$ cat config.mk
export PLATFORM = sky130hd
export DESIGN_NAME = id_hazard_scoreboard
export DESIGN_NICKNAME = d
export VERILOG_FILES = /design/src/rtl/id_pkg.sv /design/src/rtl/id_irq_ctrl.sv /design/src/rtl/id_hazard_scoreboard.sv
export SDC_FILE = /design/constraint.sdc
export NUM_CORES = 1
export LEC_CHECK = 0
export CORE_UTILIZATION = 69
export DETAILED_ROUTE_END_ITERATION = 10
export DONT_BUFFER_PORTS = 1
export GPL_TIMING_DRIVEN = 0
export PLACE_DENSITY = 0.82
export SLEW_MARGIN = 15
export SYNTH_ARGS = -nofsm -noshare
export SYNTH_HDL_FRONTEND = slang
export SYNTH_HIERARCHICAL = 1
export SYNTH_SLANG_ARGS = --single-unit
export TNS_END_PERCENT = 20
$ cat constraint.sdc
create_clock -name clk_i -period 4.09 [get_ports clk_i]
set_input_delay 0.818 -clock clk_i [delete_from_list [all_inputs] [get_ports clk_i]]
set_output_delay 0.818 -clock clk_i [all_outputs]
set_load 0.02 [all_outputs]
$ cat src/rtl/id_pkg.sv
// Shared types and constants for the ID-stage hazard scoreboard and IRQ controller.
package id_pkg;

    localparam int unsigned ADDR_W_DEF = 5;
    localparam int unsigned LAT_W_DEF  = 2;

    typedef enum logic [1:0] {
        StIdle = 2'd0,
        StPend = 2'd1,
        StTake = 2'd2
    } irq_state_e;

    localparam logic [1:0] EPC_ID = 2'd0;
    localparam logic [1:0] EPC_IF = 2'd1;
    localparam logic [1:0] EPC_EX = 2'd2;

endpackage

$ cat src/rtl/id_irq_ctrl.sv
// Interrupt-acceptance FSM: defers IRQs raised in kernel mode and selects the
// exception return-PC source on the accepting cycle.
module id_irq_ctrl
    import id_pkg::*;
(
    input  logic       clk_i,
    input  logic       rst_ni,
    input  logic       irq_i,
    input  logic       pc_kernel_i,
    input  logic       pc_id_kernel_i,
    input  logic       id_valid_i,
    input  logic       flush_i,
    output logic       irq_take_o,
    output logic       irq_pending_o,
    output logic [1:0] epc_sel_o
);

    irq_state_e state_q, state_d;
    logic       safe;

    assign safe = ~pc_kernel_i & ~pc_id_kernel_i;

    always_ff @(posedge clk_i or negedge rst_ni) begin
        if (!rst_ni) begin
            state_q <= StIdle;
        end else begin
            state_q <= state_d;
        end
    end

    always_comb begin
        state_d = state_q;
        unique case (state_q)
            StIdle: begin
                if (irq_i && safe) begin
                    state_d = StTake;
                end else if (irq_i) begin
                    state_d = StPend;
                end
            end
            StPend: begin
                if (!irq_i) begin
                    state_d = StIdle;
                end else if (safe) begin
                    state_d = StTake;
                end
            end
            StTake:  state_d = StIdle;
            default: state_d = StIdle;
        endcase
    end

    always_comb begin
        irq_take_o    = (state_q == StTake);
        irq_pending_o = (state_q == StPend);
        epc_sel_o     = EPC_ID;
        if (irq_take_o) begin
            // A flush means EX holds the oldest live PC; an ID bubble means IF does.
            if (flush_i) begin
                epc_sel_o = EPC_EX;
            end else if (!id_valid_i) begin
                epc_sel_o = EPC_IF;
            end
        end
    end

endmodule

$ cat src/rtl/id_hazard_scoreboard.sv
// Decode-stage per-register latency scoreboard: stalls dependents of multi-cycle
// producers for exactly the remaining latency, and hosts the IRQ acceptance FSM.
module id_hazard_scoreboard
    import id_pkg::*;
#(
    parameter int unsigned ADDR_W  = ADDR_W_DEF,
    parameter int unsigned LAT_W   = LAT_W_DEF,
    parameter int unsigned MAX_LAT = 3
) (
    input  logic              clk_i,
    input  logic              rst_ni,
    input  logic              id_valid_i,
    input  logic [ADDR_W-1:0] rs_addr_i,
    input  logic [ADDR_W-1:0] rt_addr_i,
    input  logic              rs_used_i,
    input  logic              rt_used_i,
    input  logic              wr_en_i,
    input  logic [ADDR_W-1:0] wr_addr_i,
    input  logic [LAT_W-1:0]  wr_lat_i,
    input  logic              flush_i,
    input  logic              irq_i,
    input  logic              pc_kernel_i,
    input  logic              pc_id_kernel_i,
    output logic              stall_o,
    output logic              pc_write_o,
    output logic              issue_o,
    output logic              irq_take_o,
    output logic              irq_pending_o,
    output logic [1:0]        epc_sel_o
);

    localparam int unsigned      NREG   = 2 ** ADDR_W;
    localparam logic [LAT_W-1:0] MaxLat = LAT_W'(MAX_LAT);

    logic [LAT_W-1:0] cnt_q [NREG];
    logic [LAT_W-1:0] cnt_d [NREG];
    logic [LAT_W-1:0] set_lat;
    logic             hz;
    logic             do_set;

    id_irq_ctrl u_irq_ctrl (
        .clk_i          (clk_i),
        .rst_ni         (rst_ni),
        .irq_i          (irq_i),
        .pc_kernel_i    (pc_kernel_i),
        .pc_id_kernel_i (pc_id_kernel_i),
        .id_valid_i     (id_valid_i),
        .flush_i        (flush_i),
        .irq_take_o     (irq_take_o),
        .irq_pending_o  (irq_pending_o),
        .epc_sel_o      (epc_sel_o)
    );

    always_comb begin
        hz = id_valid_i & ((rs_used_i & (cnt_q[rs_addr_i] != '0)) |
                           (rt_used_i & (cnt_q[rt_addr_i] != '0)));
        stall_o    = hz & ~irq_take_o;
        pc_write_o = ~stall_o;
        issue_o    = id_valid_i & ~stall_o & ~flush_i & ~irq_take_o;
        do_set     = issue_o & wr_en_i & (wr_addr_i != '0) & (wr_lat_i != '0);
        set_lat    = (wr_lat_i > MaxLat) ? MaxLat : wr_lat_i;
    end

    // Every live entry drains each cycle; a new producer overrides its own entry.
    always_comb begin
        for (int r = 0; r < NREG; r++) begin
            cnt_d[r] = (cnt_q[r] != '0) ? cnt_q[r] - LAT_W'(1) : '0;
            if (do_set && (wr_addr_i == ADDR_W'(r))) begin
                cnt_d[r] = set_lat;
            end
        end
        cnt_d[0] = '0;
    end

    always_ff @(posedge clk_i or negedge rst_ni) begin
        if (!rst_ni) begin
            for (int r = 0; r < NREG; r++) begin
                cnt_q[r] <= '0;
            end
        end else begin
            for (int r = 0; r < NREG; r++) begin
                cnt_q[r] <= cnt_d[r];
            end
        end
    end

endmodule

==> reports/metrics.yaml <==
status: "finished clean"
tns_ns: 0
buffer_ports.inserted: 0
detailedRoute.firstPassIterationCount: 5
syn_inst: 415
post_synth_fa_ha_maj_area_fraction_pct: 0
final_hold_violating_endpoints: 0
synth_enable_flop_cells: 0
synthArstFlopShare_pct: 100
routed_via_density: 6.47
power.share.sequential_pct: 49.1
unrepaired_setup_endpoints_after_global_routing: "false"
tightestPinTransition_ns: 0.618
register_area_mm2: 0.00160
drc: 0
report.final.setup_viol: 0
drt_wl_total_um: 9650
cts_max_level: 3
clock_insertion_delay_worst_skew_ns: 0.35
cp.required_ns: 3.27
synth_top_family_by_area: "simple AND/OR/NAND/NOR gates"
max-cap-violations: 0
floorplan.io_pins: 34
areaGrowthSynthToFinish_pct: 6.67
arrival_ns: 2.80
post_synth_instance_area_mm2: 0.00411
global_route.overflow_total: 0
powerDensity_mw_per_mm2: 296
synth-compound-area-share_pct: 6.85
cts.sinks: 64
power.switching_uw: 345
maxSlewHeadroom_pct: 58.8
synth.ff_latch_count: 64
power_frac_clock_pct: 40.0
placement_rows: 27
critical_path.endpoint_type: "primary output"
hold_buffers: 0
synthesis.yosys.warnings: 6
dominantRegCellSynth: "sky130_fd_sc_hd__dfrtp_1"
groute.layer.met1.usage_pct: 44.4
post_synth_xor_area_fraction_pct: 0
internal_power_uw: 951
core_area_mm2: 0.00561
dieArea_mm2: 0.00627
final_core_util_pct: 78.1
grt_util_met2_pct: 53.5
avgSynthCellArea_um2: 9.90
min_period_ns: 3.62
starting_density_pct: 73.2
finalNetCount: 453
grt_util_overall_pct: 33.9
tritoncts: "done"
dieHeight_um: 79.2
multiplexer_area_fraction_after_synthesis_pct: 19.2
vias: 3255
antenna_found_initial: 0
worst_setup_path_start_kind: "primary input"
fillerInstances: 375
grt_most_used_layer: "met2"
swShare_pct: 26.6
rr_endpoint: "cnt_q[34]"
post-route-worst-setup-slack_ns: 0.471
timing.critical_path.fanout_max: 10
number_of_buffers_on_the_longest_clock_path: 2
power.share.combinational_pct: 10.9
synth_seq_area_share_pct: 39.0
postSynthNetCount: 442
place.detailed.instances: 487
cellLeakagePower_uw: 0.00230
vdd.ir_drop.worst_uv: 213
clock-skew-final_ns: 0.00577
detailedPlace.worstSlack_ns: 0.536
layout_cells_sized_above_1_pct: 21.8
multi_input_comb_area_mm2: 0.00230
cts-resized-gates: 0
ctsRootBufferMaster: "sky130_fd_sc_hd__clkbuf_8"
maximum_number_of_pins_on_one_net_before_global_route_repair: 65
timing_max_transition_violations_final: 0
detailedRoute.firstIterationViolations: 345
synth-simple-area-share_pct: 29.9
globalRouteMet3Util_pct: 9.08
route.detailed.wl_per_inst_um: 19.2
first_global_vias: 3128
max_freq_mhz: 276
timing.hold.worst.class: "primary input to asynchronous set/reset pin"
ff2ff_path_depth: 8
grt_first_pass_wirelength_um: 15600
final_cells: 503
final_min_period_over_clock_period_pct: 88.5
diodes: 0
clkSlewWorstSetupHoldPaths_ns: 0.07
hpwlAfterDp_um: 6960
worst-r2r-setup-slack_ns: 1.51
die_width_um: 79.2
r2r_start: "u_irq_ctrl/state_q[1]"
place.gp.congestion: 0.910
numCtsBuffers: 9
cts.repair_timing.setup_buffer_count: 0
post_synth_num_cell_types: 56
p_total_uw: 1300
ant_nets: 0
critical_path_class: "primary input to primary output"
## cell usage in the layout (no fill, tap or decap), types with 6 or more instances in the layout
cell type,n
sky130_fd_sc_hd__mux2i_1,31
sky130_fd_sc_hd__nand2b_1,7
sky130_fd_sc_hd__clkbuf_1,11
sky130_fd_sc_hd__nand2_1,39
sky130_fd_sc_hd__dfrtp_1,64
sky130_fd_sc_hd__nor3_1,41
sky130_fd_sc_hd__nand3_1,14
sky130_fd_sc_hd__nand4_2,12
sky130_fd_sc_hd__mux2_2,32
sky130_fd_sc_hd__nor2_1,30
sky130_fd_sc_hd__clkbuf_8,12
sky130_fd_sc_hd__a31oi_1,6
sky130_fd_sc_hd__a21oi_1,11
sky130_fd_sc_hd__nor2b_1,31
sky130_fd_sc_hd__buf_6,6
## power groups by stage
stage | clock network [uW] | logic [uW] | registers (uW)
finish | 518 | 141 | 637
global route | 545 | 151 | 637
CTS | 524 | 139 | 637
detailed placement | 0 | 139 | 649
global placement | 0 | 137 | 649
floorplan | 0 | 112 | 648
## metal layers
metal	vias up	wire, um
li1	1518	-
met1	1580	4040
met2	140	4540
met3	17	872
met4	0	197
met5	-	0
## worst max-delay path by stage
stage / start / end / slack [ns] / cells after the start
6_report: rs_addr_i[0] / issue_o / 0.47 / 10
5_1_grt: rs_addr_i[0] / issue_o / 0.43 / 10
4_1_cts: rs_addr_i[0] / issue_o / 0.53 / 10
3_5_place_dp: rs_addr_i[0] / issue_o / 0.54 / 10
3_3_place_gp: rs_addr_i[0] / issue_o / 0.55 / 10
2_1_floorplan: rs_addr_i[1] / stall_o / 0.79 / 8
## flip-flops by register name, indices dropped and copies added, names as in the netlist
register,count
u_irq_ctrl/state_q,2
cnt_q,62
## metrics by stage
stage	cell area (um^2)	hold slack (ns)
floorplan	4110	0.515
global route	4380	0.143
CTS	4380	0.142
finish	4380	0.152
detailed placement	4200	0.524
global placement	4200	0.524
## synthesized netlist by cell type, types with 2 or more instances
cell type                   n  share of area [%]
sky130_fd_sc_hd__nand2b_1   7                1.1
sky130_fd_sc_hd__a31oi_1    6               0.91
sky130_fd_sc_hd__o22ai_1    3               0.46
sky130_fd_sc_hd__nor4_1     2               0.30
sky130_fd_sc_hd__nand3_1   14                1.7
sky130_fd_sc_hd__o21ai_0    5               0.61
sky130_fd_sc_hd__and2_1     2               0.30
sky130_fd_sc_hd__buf_2      5               0.61
sky130_fd_sc_hd__nand2_1   39                3.6
sky130_fd_sc_hd__inv_1      5               0.46
sky130_fd_sc_hd__nor4b_1    5                1.1
sky130_fd_sc_hd__buf_6      6                1.6
sky130_fd_sc_hd__or2_2      2               0.30
sky130_fd_sc_hd__a211oi_1   2               0.37
sky130_fd_sc_hd__nor2b_1   31                4.7
sky130_fd_sc_hd__nor3_1    41                5.0
sky130_fd_sc_hd__nand4_2   12                3.7
sky130_fd_sc_hd__a311oi_1   2               0.43
sky130_fd_sc_hd__and3_1     2               0.30
sky130_fd_sc_hd__o311a_1    2               0.49
sky130_fd_sc_hd__buf_1      5               0.46
sky130_fd_sc_hd__clkbuf_1  10               0.91
sky130_fd_sc_hd__nand3_2    5                1.2
sky130_fd_sc_hd__mux2i_1   31                7.6
sky130_fd_sc_hd__mux4_2     4                2.2
sky130_fd_sc_hd__dfrtp_1   64                 39
sky130_fd_sc_hd__nand4_1    2               0.30
sky130_fd_sc_hd__a21oi_1   11                1.3
sky130_fd_sc_hd__nor2_1    30                2.7
sky130_fd_sc_hd__mux2_2    32                8.8
sky130_fd_sc_hd__o211ai_1   2               0.37
sky130_fd_sc_hd__buf_4      2               0.37
## worst max-delay path, cell delays in order
cell and delay [ns]:
sky130_fd_sc_hd__buf_6 0.11, sky130_fd_sc_hd__buf_6 0.14, sky130_fd_sc_hd__nor3_2 0.16, sky130_fd_sc_hd__a21oi_1 0.05
sky130_fd_sc_hd__a211oi_1 0.33, sky130_fd_sc_hd__o22ai_1 0.19, sky130_fd_sc_hd__a32oi_4 0.34, sky130_fd_sc_hd__buf_6 0.19
sky130_fd_sc_hd__nand2_1 0.11, sky130_fd_sc_hd__nor2_1 0.34
## area by class of cell
type	instances	share of cell area, %
tap	72	2.06
sequential	64	36.6
clock inverter	3	0.343
buffer	30	4.25
inverter	6	0.514
multi-input combinational	315	52.4
clock buffer	13	3.85
## cell families (layout without fill, tap and decap cells)
kind of cell / after synthesis / count (layout)
simple gates: 207 / 207
buf+inv: 36 / 52
flops: 64 / 64
compound gates: 40 / 40
mux: 68 / 68
(Power assumes the default switching activity.)
